`src/rtl/alu_muldiv_ctrl.sv`:
```
// ============================================================================
// Module   : alu_muldiv_ctrl
// Purpose  : ALU control decoder plus iterative multiply/divide sequencer with HI/LO
// Revision : 1.0
// ============================================================================
`default_nettype none

module alu_muldiv_ctrl #(
  parameter int WIDTH = 32,
  parameter int CNT_W = 6
) (
  input  logic             clk,
  input  logic             rst_n,
  input  logic [1:0]       AluOp,
  input  logic [5:0]       FnField,
  input  logic             issue,
  input  logic [WIDTH-1:0] src_a,
  input  logic [WIDTH-1:0] src_b,
  output logic [3:0]       AluCtrl,
  output logic             illegal,
  output logic [WIDTH-1:0] hi,
  output logic [WIDTH-1:0] lo,
  output logic             busy,
  output logic             done,
  output logic             div_zero,
  output logic             stall
);

  typedef enum logic [1:0] {
    IDLE = 2'd0,
    MUL  = 2'd1,
    DIV  = 2'd2,
    FIX  = 2'd3
  } state_t;

  localparam logic [CNT_W-1:0] CNT_ONE  = 1;
  localparam logic [CNT_W-1:0] CNT_LAST = WIDTH - 1;

  state_t             state;
  state_t             state_nxt;
  logic [CNT_W-1:0]   cnt;
  logic [2*WIDTH-1:0] acc;
  logic [WIDTH-1:0]   op_a;
  logic [WIDTH-1:0]   op_b;
  logic               neg_a;
  logic               neg_b;
  logic               op_div;

  logic               rtype;
  logic               md_group;
  logic               is_mul;
  logic               is_div;
  logic               is_mthi;
  logic               is_mtlo;
  logic               md_signed;
  logic               go;
  logic               start_mul;
  logic               start_div;
  logic               div0;
  logic               a_neg;
  logic               b_neg;
  logic [WIDTH-1:0]   a_mag;
  logic [WIDTH-1:0]   b_mag;

  logic [WIDTH:0]     mul_sum;
  logic [WIDTH:0]     div_shift;
  logic [WIDTH:0]     div_diff;
  logic               div_qbit;
  logic [WIDTH-1:0]   div_rem;
  logic [2*WIDTH-1:0] prod_res;
  logic [WIDTH-1:0]   quot_res;
  logic [WIDTH-1:0]   rem_res;

  // ---------------------------------------------------------------- decode
  assign rtype     = (AluOp == 2'b10);
  assign md_group  = (FnField[5:2] == 4'b0100) || (FnField[5:2] == 4'b0110);
  assign is_mul    = rtype && (FnField[5:1] == 5'b01100);
  assign is_div    = rtype && (FnField[5:1] == 5'b01101);
  assign is_mthi   = rtype && (FnField == 6'b010001);
  assign is_mtlo   = rtype && (FnField == 6'b010011);
  assign md_signed = ~FnField[0];

  always_comb begin
    AluCtrl = 4'b1111;
    illegal = 1'b0;
    case (AluOp)
      2'b00: AluCtrl = 4'b0010;
      2'b01: AluCtrl = 4'b0110;
      2'b11: AluCtrl = 4'b0001;
      default: begin
        if (md_group) begin
          AluCtrl = 4'b0010;
        end else begin
          case (FnField)
            6'b100000: AluCtrl = 4'b0010;
            6'b100010: AluCtrl = 4'b0110;
            6'b100100: AluCtrl = 4'b0000;
            6'b100101: AluCtrl = 4'b0001;
            6'b100110: AluCtrl = 4'b0011;
            6'b100111: AluCtrl = 4'b1100;
            6'b101010: AluCtrl = 4'b0111;
            6'b101011: AluCtrl = 4'b1000;
            default: begin
              AluCtrl = 4'b1111;
              illegal = 1'b1;
            end
          endcase
        end
      end
    endcase
  end

  assign busy  = (state != IDLE);
  assign stall = busy && issue && rtype && md_group;

  // Mul/div requests are only honoured from IDLE; anything arriving while busy is stalled.
  assign go        = (state == IDLE) && issue;
  assign start_mul = go && is_mul;
  assign start_div = go && is_div && (src_b != '0);
  assign div0      = go && is_div && (src_b == '0);

  assign a_neg = md_signed && src_a[WIDTH-1];
  assign b_neg = md_signed && src_b[WIDTH-1];
  assign a_mag = a_neg ? -src_a : src_a;
  assign b_mag = b_neg ? -src_b : src_b;

  // ---------------------------------------------------------------- datapath steps
  // Multiply: right-shifting accumulator, multiplier bits consumed LSB first.
  assign mul_sum = {1'b0, acc[2*WIDTH-1:WIDTH]} + (op_b[0] ? {1'b0, op_a} : '0);

  // Divide: acc upper half is the partial remainder, lower half collects quotient bits.
  assign div_shift = {acc[2*WIDTH-1:WIDTH], op_a[WIDTH-1]};
  assign div_diff  = div_shift - {1'b0, op_b};
  assign div_qbit  = ~div_diff[WIDTH];
  assign div_rem   = div_qbit ? div_diff[WIDTH-1:0] : div_shift[WIDTH-1:0];

  assign prod_res = (neg_a ^ neg_b) ? -acc : acc;
  assign quot_res = (neg_a ^ neg_b) ? -acc[WIDTH-1:0] : acc[WIDTH-1:0];
  assign rem_res  = neg_a ? -acc[2*WIDTH-1:WIDTH] : acc[2*WIDTH-1:WIDTH];

  // ---------------------------------------------------------------- FSM
  always_ff @(posedge clk or negedge rst_n) begin
    if (!rst_n) begin
      state <= IDLE;
    end else begin
      state <= state_nxt;
    end
  end

  always_comb begin
    state_nxt = state;
    case (state)
      IDLE: begin
        if (start_mul) begin
          state_nxt = MUL;
        end else if (start_div) begin
          state_nxt = DIV;
        end
      end
      MUL: if (cnt == CNT_LAST) state_nxt = FIX;
      DIV: if (cnt == CNT_LAST) state_nxt = FIX;
      default: state_nxt = IDLE;
    endcase
  end

  always_ff @(posedge clk or negedge rst_n) begin
    if (!rst_n) begin
      cnt      <= '0;
      acc      <= '0;
      op_a     <= '0;
      op_b     <= '0;
      neg_a    <= 1'b0;
      neg_b    <= 1'b0;
      op_div   <= 1'b0;
      hi       <= '0;
      lo       <= '0;
      done     <= 1'b0;
      div_zero <= 1'b0;
    end else begin
      done     <= 1'b0;
      div_zero <= 1'b0;
      case (state)
        IDLE: begin
          if (start_mul || start_div) begin
            op_a   <= a_mag;
            op_b   <= b_mag;
            neg_a  <= a_neg;
            neg_b  <= b_neg;
            op_div <= is_div;
            acc    <= '0;
            cnt    <= '0;
          end else if (div0) begin
            lo       <= '1;
            hi       <= src_a;
            done     <= 1'b1;
            div_zero <= 1'b1;
          end else if (go && is_mthi) begin
            hi <= src_a;
          end else if (go && is_mtlo) begin
            lo <= src_a;
          end
        end
        MUL: begin
          acc  <= {mul_sum, acc[WIDTH-1:1]};
          op_b <= op_b >> 1;
          cnt  <= cnt + CNT_ONE;
        end
        DIV: begin
          acc  <= {div_rem, acc[WIDTH-2:0], div_qbit};
          op_a <= op_a << 1;
          cnt  <= cnt + CNT_ONE;
        end
        default: begin
          if (op_div) begin
            hi <= rem_res;
            lo <= quot_res;
          end else begin
            {hi, lo} <= prod_res;
          end
          done <= 1'b1;
        end
      endcase
    end
  end

endmodule

`default_nettype wire

```
`config.mk`:
```
export PLATFORM = sky130hd
export DESIGN_NAME = alu_muldiv_ctrl
export DESIGN_NICKNAME = d
export VERILOG_FILES = /design/src/rtl/alu_muldiv_ctrl.sv
export SDC_FILE = /design/constraint.sdc
export NUM_CORES = 1
export LEC_CHECK = 0
export BUFFER_PORTS_ARGS = -buffer_cell sky130_fd_sc_hd__buf_2
export CAP_MARGIN = 20
export CORE_MARGIN = 8
export CORE_UTILIZATION = 49
export CTS_BUF_LIST = sky130_fd_sc_hd__clkbuf_4 sky130_fd_sc_hd__clkbuf_8 sky130_fd_sc_hd__clkbuf_16
export CTS_CLUSTER_DIAMETER = 120
export DETAILED_ROUTE_END_ITERATION = 8
export HOLD_SLACK_MARGIN = 0.1
export PLACE_DENSITY = 0.76
export SETUP_SLACK_MARGIN = 0.15
export SYNTH_ARGS = -nofsm -noshare
export SYNTH_HDL_FRONTEND = slang
export SYNTH_SLANG_ARGS = --single-unit
```
`constraint.sdc`:
```
create_clock -name clk -period 4.77 [get_ports clk]
set_input_delay 0.2385 -clock clk [delete_from_list [all_inputs] [get_ports clk]]
set_output_delay 0.2385 -clock clk [all_outputs]
set_load 0.03 [all_outputs]
```
# Word-level counts from Yosys, hierarchy flattened
# Index checks and enable logic that the tools add are counted.
[word_totals] wordCells=129 latchBits=0 reg_bits=205 out_inout_bits=73 rom_bits=0 memories=0 mem_bits_rw=0 in_bits=75
[classes] muxes=40 magnitude_cmp=0 addsub=8 n_eq_ne=27 mul=0 n_shift=0 div_mod_pow=0 n_bitwise=4 n_reduce_logical=38
[op_table] operator="$mux 32" n=17
[op_table] operator="$pmux 32 s2" n=4
[op_table] operator="$pmux 64 s3" n=1
[op_table] operator="$mux 64" n=2
[op_table] operator="$neg 32->32" n=4
[op_table] operator="$neg 64->64" n=1
[op_table] operator="$eq 6x6->1 const B" n=8
[op_table] operator="$add 32x32->33" n=1
[op_table] operator="$sub 33x32->33" n=1
[op_table] operator="$logic_not 32->1" n=1
[op_table] operator="$pmux 4 s8" n=1
[op_table] operator="$reduce_bool 32->1" n=1
[op_table] operator="$eq 6x5->1 const B" n=3
[op_table] operator="$logic_and 1x1->1" n=16
[op_table] operator="$pmux 4 s3" n=1
[op_table] operator="$pmux 6 s2" n=1
[op_table] operator="$reduce_and 2->1" n=6
[op_table] operator="$eq 5x4->1 const B" n=2
[op_table] operator="$eq 4x3->1 const B" n=2
[op_table] operator="$reduce_bool 2->1" n=4
[op_table] operator="$reduce_or 8->1" n=1
[op_table] operator="$add 6x1->6 const B" n=1
[op_table] operator="$eq 2x2->1 const B" n=3
[op_table] operator="$mux 1" n=6
[op_table] operator="19 further kinds" n=29

# Longest topological paths before layout
[depth] depth_word=8 ltp_mapped=14 mapped_depth_nobuf=13

# Least setup slack after synthesis
# No wires, ideal clock.
[synth_timing] path_type="register -> register" startpoint="reg op_b[0]" endpoint="reg acc[39]" t_required_ns=4.644 n_path_buf=1 period_less_slack_ns=3.545 stages_incl_launch_ff=13 setup_ns=0.126 t_arrival_ns=3.419 slack_ns=1.225 path_cell_list="dfrtp_1 ha_1 fa_1 nand2b_1 a21oi_1 o211ai_1 a31o_2 o211a_1 a211oi_1 a21o_1 clkbuf_1 mux2_2 a221o_1"
[synth_via] elab_chain_cells=3 elab_cells_between_ends=5
[synth_lines] element="start: declaration" line="44" source="logic [WIDTH-1:0] op_b;"
[synth_lines] element="start signal: assignment" line="186" source="op_b <= b_mag;"
[synth_lines] element="start signal: assignment" line="205" source="op_b <= op_b >> 1;"
[synth_lines] element="$sub 33x32->33 or $mux 32 (tied branches)" line="133, 129"
[synth_lines] element="$mux 32 or $add 32x32->33 (tied branches)" line="135, 129"
[synth_lines] element="$pmux 64 s3 *" line="182" source="case (state)"
[synth_lines] element="end signal: assignment" line="204" source="acc <= {mul_sum, acc[WIDTH-1:1]};"
[synth_lines] element="end signal: assignment" line="209" source="acc <= {div_rem, acc[WIDTH-2:0], div_qbit};"
[synth_lines] element="end: declaration" line="42" source="logic [2*WIDTH-1:0] acc;"
# Every way passes the cells marked *; elsewhere a longest branch is shown, timed or not.
# A chain may end at the register's enable or synchronous reset.

# Final worst setup path
[layout_timing] startpoint="reg op_b[0]" endpoint="reg acc[53]"
# The elaborated chain is that of the path after synthesis.

==> results.toml <==
[sta]
finalSetupViolCount = 0
timing_worst_slew_pin_value_ps = 1080
clock_skew_ps = 8.21
max_freq_mhz = 249
hold_viol = 0
fin_worst_hold_slack_ps = 120
slew_hr_pct = 27.6
timing_max_transition_violations_final = 0
final_period_minus_worst_setup_slack_ps = 4020
post-route-period-util_pct = 84.3
timing.setup.tns_ps = 0
unrepaired_setup_endpoints_after_global_routing = "false"

[critical_path]
worst-endpoint-required_ps = 5180
path_class = "register to register"
startpoint_type_of_the_worst_setup_path = "register"
slowest_stage = "fa_1"
worst_setup_path_end_kind = "register"
crit_family = "compound AO/OA/AOI/OAI gates"
path_max_fanout = 34
worst-endpoint-arrival_ps = 4430
critical_path.cell_chain = "buf_4 > ha_1 > fa_1 > nand2b_1 > a21oi_1 > o211ai_1 > a31o_2 > o211a_1 > a211oi_1 > a21o_1 > buf_4 > mux2_2 > a221o_1"
crit_path_max_incr_delay_ps = 400
worstReg2RegStart = "op_b[0]"
crit_top_cell = "buf_4"
worst-path-buf-inv = 2
beginning_of_the_critical_path = "op_b[0]"

[logic_synthesis]
net_count_after_synthesis = 2264
synthesis.yosys.warnings = 0
ys_ff_latch = 205
post_synth_num_cell_types = 79
ys.flop_type = "dfrtp_1"
synth.cell_area_um2 = 16500
syn-mean-instance-area_um2 = 7.83
yosysSeqAreaShare_pct = 31.0
synthArstFlopShare_pct = 100
netlist_instances = 2112
number_of_flops_mapped_to_enable_cells_by_yosys = 0

[cts]
post_cts_resize_count = 0
cts.repair_timing.setup_buffer_count = 0
cts_tree = "yes"
clock_sinks = 205
cts_max_path_buffers = 3
count_of_hold_buffers_inserted_by_post_cts_repair = 4
worstSkewPairLatency_ps = 530
number_of_clock_buffers_inserted_by_tritoncts = 25
clock-root-buffer = "clkbuf_16"
clkSlewWorstSetupHoldPaths_ps = 60
h-tree-depth = 1

[pwr]
leakage_power_nw = 8.41
netSwitchingPower_mw = 4.59
internal-power_mw = 5.20
power_per_cell_area_nw_per_um2 = 526
combPwrFrac_pct = 51.0
power_switching_share_pct = 46.9
ir_drop_uv = 395
seq_power_share_pct = 28.1
clock_power_share_pct = 21.0

[routing]
wirelength_mm = 55.0
drc_errors = 0
avgRoutedWirePerCell_um = 20.7
drt-pass1-iter-count = 7
route.detailed.vias_per_inst = 6.24
postRouteAntennaNets = 0
detail_route.iter0.violations = 1613
vias = 16560

[global_routing]
grt_first_pass_wirelength_mm = 86.7
global_route.overflow_total = 0
antenna_found_initial = 0
largest_net_degree_at_the_start_of_global_routing = 131
via_count_of_the_first_global_routing_pass = 15611
grt_use_total_pct = 27.1

[floorplan]
core_area_um2 = 33400
floorplan.initialDensity_pct = 49.6
fp-row-count = 67
floorplan.die_area_um2 = 39900
floorplan.die.height_um = 200
io_pins = 148
die_w_um = 200

[layout]
final_core_util_pct = 55.8
post_route_cells_drive_above_1_share_pct = 11.8
fin_nets = 2341
layoutNonFillerInstCount = 2655
layout-area-overhead-vs-synth_pct = 12.4
area.sequential_um2 = 5130
num-fill-cells = 3146
multi_input_comb_area_um2 = 10700
n_antenna_cell = 0

[worst_hold_path]
hold_start = "src_a[3]"
hold_path.class = "input pin to register"

[run]
max_cap_violations = 0

[place]
gpl.final_weighted_congestion = 0.978
place.port_buffers = 147
place.detailed.instances = 2605
final_hpwl_from_detailed_placement_mm = 42.3

[run_status]
status = "finished, final reports clean"
Yosys cell counts (13+ instances only):
library cell / n / share of area [%]
o21a_1: 13 / 0.59
dfrtp_1: 205 / 31
mux2i_1: 41 / 2.5
a211oi_1: 20 / 0.91
clkbuf_1: 113 / 2.6
o22ai_1: 27 / 1.0
a31oi_1: 17 / 0.64
o211ai_1: 18 / 0.82
a21o_1: 43 / 2.0
and2_1: 44 / 1.7
nor2_1: 167 / 3.8
nand2_1: 247 / 5.6
a22oi_1: 38 / 1.7
xor2_1: 43 / 2.3
nor4_1: 26 / 0.98
o31ai_1: 54 / 2.4
nand3_1: 33 / 1.0
nor3_1: 46 / 1.4
or3_1: 36 / 1.4
xnor2_1: 108 / 5.7
a21oi_1: 207 / 6.3
ha_1: 75 / 5.7
o21ai_0: 209 / 6.3
inv_1: 72 / 1.6
nand2b_1: 21 / 0.79
final timing paths:
check	endpoint	slack (ps)	depth (start not counted)
max	acc[53]	750	13
min	hi[3]	120	3
max reg2reg	acc[53]	750	13
min reg2reg	hi[29]	470	2
max in group asynchronous	acc[21]	3350	3
min in group asynchronous	cnt[5]	290	2
worst register-to-register path: cells and delay by family, from the launching register on:
kind / cells / cell delay [ps]
compound gates: 7 / 1870
fa+ha+maj: 2 / 640
buf+inv: 2 / 470
flops: 1 / 360
mux: 1 / 370
simple gates: 1 / 180
power groups by stage:
stage,Clock (mW),Combinational (mW),Sequential (mW)
2_1_floorplan,0,3.14,3.07
3_3_place_gp,0,4.83,2.74
3_5_place_dp,0,4.92,2.76
4_1_cts,2.07,4.94,2.74
5_1_grt,2.14,5.48,2.82
6_report,2.06,4.99,2.75
area by class of cell:
cell class | count | area share, %
Sequential cell | 205 | 27.6
Clock buffer | 35 | 3.97
Inverter | 73 | 1.47
Clock inverter | 10 | 0.867
Tap cell | 448 | 3.01
Timing Repair Buffer | 181 | 5.51
Multi-Input combinational cell | 1703 | 57.6
kinds of logic after synthesis:
| group | synth area share, % |
|---|---|
| mux | 2.96 |
| buf+inv | 4.76 |
| simple gates | 19.7 |
| compound gates | 27.7 |
| flops | 31.0 |
| fa+ha+maj | 5.91 |
| xor+xnor | 7.99 |
metrics by stage:
stage	total power, mW	worst slack (ps)	cell area, um2
2_1_floorplan	6.21	1230	16500
3_3_place_gp	7.57	912	17700
3_5_place_dp	7.68	809	17700
4_1_cts	9.76	774	18600
5_1_grt	10.4	517	18600
6_report	9.79	747	18600
registers in the layout (all words and copies together), names as in the netlist:
name and count:
hi 32, op_a 32, div_zero 1, op_b 32, done 1, state 2
neg_a 1, acc 64, lo 32, op_div 1, cnt 6, neg_b 1
cells in the final DEF (no fill, tap or decap), types with 26 or more instances in the layout:
cell     netlist  routed
nand2_1      247     247
o21ai_0      209     209
a21oi_1      207     207
dfrtp_1      205     205
nor2_1       167     167
buf_2          6     146
xnor2_1      108     108
inv_1         72      72
ha_1          75      72
o31ai_1       54      54
nor3_1        46      46
and2_1        44      44
a21o_1        43      43
xor2_1        43      43
mux2i_1       41      41
a22oi_1       38      38
or3_1         36      36
nand3_1       33      33
buf_4          0      28
o22ai_1       27      27
nor4_1        26      26
routing by layer:
metal  vias to the layer above  GRT usage, %  share of wire (%)
li1                       7823             -                  -
met4                         0          9.21                3.6
met1                      7781          37.9                 44
met3                       141          4.68                9.2
met2                       815          42.1                 44
met5                         -             0                  0
(Power assumes the default switching activity.)
